--- src/rtl/uart_dec_parser.sv ---
// uart_dec_parser: accumulates ASCII decimal digits from uart_rx into an unsigned WIDTH-bit value.
// Result/error strobe one cycle after CR/LF or idle rise; no backpressure, every dval_in byte is consumed.
module uart_dec_parser #(
   parameter int WIDTH        = 32,
   parameter int TERM_ON_IDLE = 1
) (
   input  logic             clk,
   input  logic             rst,
   input  logic [7:0]       din,
   input  logic             dval_in,
   input  logic             idle_in,
   output logic [WIDTH-1:0] value_out,
   output logic             vld_out,
   output logic             err_out,
   output logic             busy_out
);

   typedef enum logic [1:0] {
      ST_IDLE,
      ST_ACCUM,
      ST_DISCARD
   } state_e;

   state_e           state_q, state_d;
   logic [WIDTH-1:0] acc_q, acc_d;
   logic [WIDTH-1:0] value_q, value_d;
   logic             vld_q, vld_d;
   logic             err_q, err_d;
   logic             idle_q;
   logic             is_digit, is_term, idle_edge, term;
   logic [WIDTH+3:0] mul10;

   assign is_digit  = (din >= 8'h30) && (din <= 8'h39);
   assign is_term   = (din == 8'h0D) || (din == 8'h0A);
   assign idle_edge = (TERM_ON_IDLE != 0) && idle_in && !idle_q;
   // acc*10 + digit in WIDTH+4 bits; any set bit above WIDTH means overflow
   assign mul10     = ({4'b0, acc_q} << 3) + ({4'b0, acc_q} << 1)
                    + {{WIDTH{1'b0}}, din[3:0]};

   always_comb begin
      state_d = state_q;
      acc_d   = acc_q;
      value_d = value_q;
      vld_d   = 1'b0;
      err_d   = 1'b0;
      term    = 1'b0;

      if (dval_in) begin
         if (is_digit) begin
            case (state_q)
               ST_IDLE: begin
                  acc_d   = WIDTH'(din[3:0]);
                  state_d = ST_ACCUM;
               end
               ST_ACCUM: begin
                  if (mul10[WIDTH+3:WIDTH] != 4'd0) begin
                     acc_d   = '0;
                     state_d = ST_DISCARD;
                  end else begin
                     acc_d = mul10[WIDTH-1:0];
                  end
               end
               default: ;
            endcase
         end else if (is_term) begin
            term = 1'b1;
         end else begin
            acc_d   = '0;
            state_d = ST_DISCARD;
         end
      end

      // Idle edge terminates after the same-cycle byte has been applied
      if (idle_edge) term = 1'b1;

      if (term) begin
         case (state_d)
            ST_ACCUM: begin
               value_d = acc_d;
               vld_d   = 1'b1;
            end
            ST_DISCARD: err_d = 1'b1;
            default: ;
         endcase
         state_d = ST_IDLE;
         acc_d   = '0;
      end
   end

   always_ff @(posedge clk or posedge rst) begin
      if (rst) begin
         state_q <= ST_IDLE;
         acc_q   <= '0;
         value_q <= '0;
         vld_q   <= 1'b0;
         err_q   <= 1'b0;
         idle_q  <= 1'b1;
      end else begin
         state_q <= state_d;
         acc_q   <= acc_d;
         value_q <= value_d;
         vld_q   <= vld_d;
         err_q   <= err_d;
         idle_q  <= idle_in;
      end
   end

   assign value_out = value_q;
   assign vld_out   = vld_q;
   assign err_out   = err_q;
   assign busy_out  = (state_q != ST_IDLE);

endmodule

--- config.mk ---
export PLATFORM = sky130hd
export DESIGN_NAME = uart_dec_parser
export DESIGN_NICKNAME = d
export VERILOG_FILES = /design/src/rtl/uart_dec_parser.sv
export SDC_FILE = /design/constraint.sdc
export NUM_CORES = 1
export LEC_CHECK = 0
export ABC_AREA = 1
export BUFFER_PORTS_ARGS = -buffer_cell sky130_fd_sc_hd__buf_4
export CELL_PAD_IN_SITES_DETAIL_PLACEMENT = 1
export CELL_PAD_IN_SITES_GLOBAL_PLACEMENT = 2
export CORE_UTILIZATION = 31
export DETAILED_ROUTE_END_ITERATION = 10
export PLACE_DENSITY = 0.78
export SLEW_MARGIN = 15
export SYNTH_ARGS = -nofsm -noshare
export SYNTH_HDL_FRONTEND = slang
export SYNTH_SLANG_ARGS = --single-unit
--- constraint.sdc ---
create_clock -name clk -period 3.3 [get_ports clk]
set_clock_uncertainty 0.15 [all_clocks]
set_input_delay 0.66 -clock clk [delete_from_list [all_inputs] [get_ports clk]]
set_output_delay 0.66 -clock clk [all_outputs]
set_load 0.01 [all_outputs]
==> out/qor.yml, run 1 <==
floorplan:
  fp.dieW_um: 140
  initial_core_util_pct: 31.6
  design.core.area_um2: 18600
  dieArea_um2: 19500
  die_y_um: 140
  boundaryPins: 47
  rows: 50
power:
  combPwrFrac_pct: 6.6
  power_mw: 1.88
  p_switching_uw: 463
  p_sw_share_pct: 24.7
  ir_drop_mv: 0.220
  cellPowerDensity_nw_per_um2: 244
  p_seq_share_pct: 45.6
  p_int_mw: 1.41
  p_leak_nw: 4.40
  clkPwrFrac_pct: 47.8
finish:
  final_area_um2: 7700
  syn_to_final_growth_pct: 30.8
  final_cells: 1240
  drive_gt1_share_pct: 22.5
  fin_nets: 1079
  num_antenna_cells: 0
routing:
  wirelength_met1_um: 9510
  vias_per_cell: 4.85
  drc: 0
  routed-wl-met3_um: 294
  wl_um: 20500
  wl_per_cell_um: 16.5
  dr.max_layer_used: "met4"
  ant_nets: 0
  vias: 6013
  drt_pass1_iterations: 4
  drt_iter0_markers: 156
  wl_met2_um: 10500
worst_setup_path:
  crit_type: "reg2reg"
  rr_startpoint: "acc_q[2]"
  setup.worst_path.start: "acc_q[2]"
  rr_worst_depth: 26
  crit_path_max_fanout: 5
  reg2reg_slack_ns: -0.15
  crit_end: "value_out[13]"
  crit_cells: 26
  path_delay_family: "simple AND/OR/NAND/NOR gates"
  cpPeakStageDelay_ns: 0.54
  endpoint_kind: "flip-flop"
  critical_path_buf_inv_count: 5
  worstPathRequired_ns: 3.42
  cpMaxStageDelayCell: "fa_1"
  start_kind: "flip-flop"
  cp_common_cell: "nand2_2"
  crit_arrival_ns: 3.57
  reg2reg_to: "value_out[13]"
timing:
  whs_ns: 0.292
  slew_violations: 0
  worst_slew_pin_slew_ns: 0.692
  period_minus_slack_ns: 3.45
  max_slew_margin_pct: 53.8
  setup_viol: 40
  rsz0062_at_grt: "true"
  layout_worst_path_cycle_share_pct: 105
  max_freq_mhz: 289
  hold_violations: 0
  layout_setup_ws_ns: -0.155
global_route:
  grt_pass1_vias: 6238
  overflow: 0
  grt_pass1_wl_um: 32200
  grt_max_degree: 33
  grt_use_total_pct: 20.9
  antenna_found_initial: 0
status:
  violations: "setup timing"
  outcome: "complete, but fails checks"
synth:
  yosys-top-cells-count: "395 x nand2_1, 80 x inv_1, 68 x dfrtp_1"
  synth_top_area_cell: "dfrtp_1"
  syn-cell-area_um2: 5880
  synth_fp_nets: 965
  yosysMostFrequentCell: "nand2_1"
  seq_area_frac_synth_pct: 29.4
  synthArstFlopShare_pct: 100
  synthFlopType: "dfrtp_1"
  synth_cell_types: 35
  syn_avg_cell_area_um2: 6.63
  synth_enable_flop_cells: 0
  synth_top_cell_area_share_pct: 28.9
  synth_warnings: 0
  synthTopCellsByArea: "dfrtp_1 29%, nand2_1 25%, ha_1 13%"
  ys_ff_latch: 69
  syn_inst: 888
placement:
  placed_area_um2: 6960
  portBuffers: 46
  placed_cells: 1213
  gp_congestion: 0.859
  hpwl_um: 15600
  dp_slack_ns: -0.604
clock_network:
  htree_levels: 3
  root_buffer: "clkbuf_16"
  cts_tree: "done"
  cts_sinks: 69
  clockBufferDepth: 2
  worstSkewPairLatency_ns: 0.33
  clk_pin_slew_ns: 0.06
  hold_buffers: 0
  cts_buffers: 9
worst_hold_path:
  hold_path.class: "in2async"
run:
  drv_cap: 0
-- cells in the final DEF, fill, tap and decap left out, drive strengths merged --
| master | count |
|---|---|
| o22ai | 2 |
| dfrtp | 68 |
| a31oi | 3 |
| buf | 122 |
| nand2 | 410 |
| clkinvlp | 2 |
| nand4 | 3 |
| fa | 2 |
| nand3b | 4 |
| clkinv | 2 |
| ha | 63 |
| xor2 | 10 |
| a22oi | 3 |
| o21ai | 36 |
| nand3 | 21 |
| a21o | 1 |
| o21bai | 4 |
| or2 | 2 |
| nor3 | 6 |
| and2 | 1 |
| a21oi | 62 |
| a211oi | 1 |
| o21a | 2 |
| xnor2 | 15 |
| nor2 | 59 |
| dfstp | 1 |
| inv | 87 |
| clkbuf | 14 |
-- worst min path at each step --
| stage | cells past startpoint | end |
|---|---|---|
| after floorplan | 2 | value_out[0] |
| after global placement | 2 | value_out[2] |
| after detailed placement | 2 | value_out[30] |
| after CTS | 1 | idle_q |
| after global routing | 1 | idle_q |
| final | 2 | value_out[21] |
-- worst register-to-register path, cell delays in order, from the launching register on --
cell and delay [ns]:
dfrtp_1 0.36, inv_2 0.05, fa_1 0.54, inv_2 0.06
fa_2 0.35, nand2_2 0.09, nand2_2 0.07, buf_6 0.12
nand3_4 0.09, nand2_4 0.06, nand2_2 0.06, nand2_2 0.06
nand2_2 0.07, nand2_1 0.05, nand2_1 0.06, nand2_2 0.06
nor2_4 0.13, nand2_4 0.08, nand2_4 0.07, nand2_2 0.08
nand2_2 0.08, nand2_2 0.08, nor2_8 0.16, buf_12 0.14
clkbuf_16 0.15, nand2_2 0.05, nand2_1 0.05
-- layer usage --
layer	vias up	track usage (%)
met5	-	0
met4	0	3.82
met3	14	2.58
met2	55	38.6
met1	2912	26.1
li1	3032	-
-- through the flow --
step / utilization [%] / TNS, ns
floorplan: - / 0
global placement: 37.3 / -30.48
detailed placement: 37.3 / -34.33
CTS: 40.1 / -1.58
global route: 41.3 / -12.14
finish: 41.3 / -2.88
-- power groups by stage --
stage / sequential [mW] / clock, mW / combinational (mW)
floorplan: 0.867 / 0 / 0.0630
finish: 0.856 / 0.896 / 0.125
global route: 0.856 / 0.943 / 0.137
detailed placement: 0.871 / 0 / 0.112
CTS: 0.855 / 0.909 / 0.117
global placement: 0.871 / 0 / 0.111
-- state kept, by name, indices dropped and copies added (netlist names) --
name and flops:
acc_q 32, value_out 32, state_q 2, err_out 1, idle_q 1, vld_out 1
-- layout make-up --
class,instances,area [um2]
tap,234,293
fill,2412,10900
multi-input combinational,710,3980
clock inverter,4,25.0
timing repair buffer,125,1100
inverter,87,327
clock buffer,11,243
sequential,69,1730
-- kinds of logic (layout without fill, tap and decap cells) --
family	count (synthesis)	after routing	synth area share, %
xor gates and xnor gates	25	25	3.72
and+or+nand+nor	506	506	34.6
DFF	69	69	29.4
adders and majority gates	65	65	14.1
buffers and inverters	109	227	7.72
AOI/OAI and AO/OA	114	114	10.5
-- what timing repair did --
| action | 4_1_cts | 5_1_grt |
|---|---|---|
| buffers inserted | 9 | 1 |
| pin swaps | 2 | 15 |
| gates cloned | 2 | 3 |
| resized for setup | 32 | 67 |
| setup endpoints to repair | 66 | 67 |
(Power assumes the default switching activity.)
==> run 2, diff against run 1 <==
--- a/config.mk
+++ b/config.mk
@@ -6,6 +6,7 @@
 export NUM_CORES = 1
 export LEC_CHECK = 0
 export ABC_AREA = 1
+export ABC_CLOCK_PERIOD_IN_PS = 3300
 export BUFFER_PORTS_ARGS = -buffer_cell sky130_fd_sc_hd__buf_4
 export CELL_PAD_IN_SITES_DETAIL_PLACEMENT = 1
 export CELL_PAD_IN_SITES_GLOBAL_PLACEMENT = 2
==> constraint.sdc (replaced) <==
create_clock -name clk -period 3.3 [get_ports clk]
set_clock_uncertainty 0.15 [all_clocks]
set_input_delay 0.495 -clock clk [delete_from_list [all_inputs] [get_ports clk]]
set_output_delay 0.495 -clock clk [all_outputs]
set_load 0.01 [all_outputs]
==> out/qor.yml, run 2 (synthesis gave the netlist of run 1 again) <==
worst_setup_path:
  crit_path_cell_trace: "inv_2, fa_1, inv_2, fa_2, nand2_2, nand2_4, nand3b_4, nand2_4, nand2_2, nand2_2, nand2_2, nand2_2, nand2_2, nand2_2, nor2_4, nand2_4, nand2_4, nand2_4, a21oi_4, nand2_4, clkbuf_16, nand2_1, nand2_1"
  cp_common_cell: "nand2_2"  # unchanged
  cpMaxStageDelayCell: "fa_1"  # unchanged
  critical_path_buf_inv_count: 3  # was 5
  worstPathRequired_ns: 3.38  # was 3.42 ns
  crit_arrival_ns: 3.43  # was 3.57 ns
  start_kind: "flip-flop"  # unchanged
  crit_type: "reg2reg"  # unchanged
  cpPeakStageDelay_ns: 0.53  # was 0.54 ns
  path_delay_family: "simple AND/OR/NAND/NOR gates"  # unchanged
  crit_path_max_fanout: 6  # was 5
  endpoint_kind: "flip-flop"  # unchanged
global_route:
  grt_use_total_pct: 20.8  # was 20.9%
  grt_max_degree: 48  # was 33
  overflow: 0  # unchanged
  grt_pass1_wl_um: 32000  # was 32200 um
  antenna_found_initial: 0  # unchanged
  grt_pass1_vias: 6242  # was 6238
routing:
  drt_iter0_markers: 231  # was 156
  wl_per_cell_um: 16.6  # was 16.5 um
  wl_um: 20300  # was 20500 um
  vias: 5927  # was 6013
  vias_per_cell: 4.86  # was 4.85
  drc: 0  # unchanged
  drt_pass1_iterations: 4  # unchanged
  ant_nets: 0  # unchanged
power:
  cellPowerDensity_nw_per_um2: 260  # was 244 nW/um2
  p_leak_nw: 4.28  # was 4.40 nW
  power_mw: 2.04  # was 1.88 mW
  ir_drop_mv: 0.247  # was 0.220 mV
clock_network:
  worstSkewPairLatency_ns: 0.33  # about the same
  cts_sinks: 69  # unchanged
  clockBufferDepth: 2  # unchanged
  hold_buffers: 0  # unchanged
  cts_buffers: 9  # unchanged
  htree_levels: 3  # unchanged
  clk_pin_slew_ns: 0.06  # about the same
  root_buffer: "clkbuf_16"  # unchanged
  cts_tree: "done"  # unchanged
finish:
  fill_cells: 2345  # was 2412
  drive_gt1_share_pct: 27.9  # was 22.5%
  fin_nets: 1057  # was 1079
  post-route-util_pct: 42.1  # was 41.3%
  layout_commonest_cell: "nand2_1"  # unchanged
  syn_to_final_growth_pct: 33.5  # was 30.8%
  final_cell_mix: "335 x nand2_1, 94 x buf_4, 76 x inv_1"  # was 372 x nand2_1, 110 x buf_4, 77 x inv_1
  num_antenna_cells: 0  # unchanged
status:
  violations: "setup timing"  # unchanged
  outcome: "complete, but fails checks"  # unchanged
timing:
  layout_setup_ws_ns: -0.0512  # was -0.155 ns
  layout_worst_path_cycle_share_pct: 102  # was 105%
  rsz0062_at_grt: "true"  # unchanged
  setup_viol: 32  # was 40
  worst_slew_pin_slew_ns: 1.02  # was 0.692 ns
  period_minus_slack_ns: 3.35  # was 3.45 ns
  hold_violations: 0  # unchanged
  max_freq_mhz: 298  # was 289 MHz
  max_slew_margin_pct: 32.1  # was 53.8%
  slew_violations: 0  # unchanged
floorplan:
  boundaryPins: 47  # unchanged
  initial_core_util_pct: 31.6  # unchanged
  rows: 50  # unchanged
  fp.dieW_um: 140  # unchanged
  dieArea_um2: 19500  # unchanged
  die_y_um: 140  # unchanged
  design.core.area_um2: 18600  # unchanged
placement:
  gp_congestion: 0.857  # was 0.859
  portBuffers: 46  # unchanged
  dp_slack_ns: -0.421  # was -0.604 ns
  hpwl_um: 15000  # was 15600 um
run:
  drv_cap: 0  # unchanged
worst_hold_path:
  hold_path.class: "in2reg"  # was in2async
run 2: cell types whose count changed in the layout (fill, tap and decap cells not counted), sizes merged:
cell / change
clkinvlp: -1
bufinv: +2
clkbuf: -2
buf: -21
clkinv: +1
run 2: cell type report:
cell class | count | area, um2 | share of cell area, %
Sequential cell | 69 | 1730 | 22.0
Inverter | 87 | 327 | 4.16
Clock inverter | 6 | 86.3 | 1.10
Clock buffer | 10 | 239 | 3.04
Multi-Input combinational cell | 710 | 4270 | 54.3
Timing Repair Buffer | 103 | 910 | 11.6
Tap cell | 234 | 293 | 3.73
run 2: stage by stage:
step                area, um2  hold slack [ns]  instances  TNS [ns]
floorplan                5880            0.349        888         0
global placement         6770            0.305       1191    -18.38
detailed placement       6770            0.309       1191    -21.59
CTS                      7380            0.119       1216    -0.504
global route             7850            0.123       1219     -6.91
finish                   7850            0.130       1219    -0.844
run 2: what timing repair did:
item,in CTS,in global routing
endpoints found under the hold margin,0,0
cloned,3,2
setup buffers,6,1
pin swaps,13,21
resized for setup,46,130
endpoints found under the setup margin,64,66
run 2: power breakdown:
group          internal [mW]  leakage (nW)  switching (mW)
combinational         0.0393          3.17          0.0821
clock                  0.681         0.158           0.383
sequential             0.850         0.954         0.00532
total                   1.57          4.28           0.471
run 2: metal layers:
metal  vias to the layer above  routed length [um]  track usage, %  part of all wire (%)
li1                       2999                   -               -                     -
met1                      2828                9270            26.4                    46
met2                        68               10200            37.2                    50
met3                        32                 390            2.41                   1.9
met4                         0                 430            5.15                   2.1
met5                         -                   0               0                     0
run 2: final timing paths:
| check | to | slack [ns] | cells after the start | start |
|---|---|---|---|---|
| worst max-delay path | value_out[26] | -0.05 | 23 | acc_q[0] |
| worst min-delay path | idle_q | 0.13 | 1 | idle_in |
| worst min register to register | value_out[17] | 0.32 | 2 | value_out[17] |
| worst max register to register | value_out[26] | -0.05 | 23 | acc_q[0] |
| max in group asynchronous | idle_q | 1.89 | 3 | rst |
| min in group asynchronous | value_out[22] | 0.25 | 2 | rst |
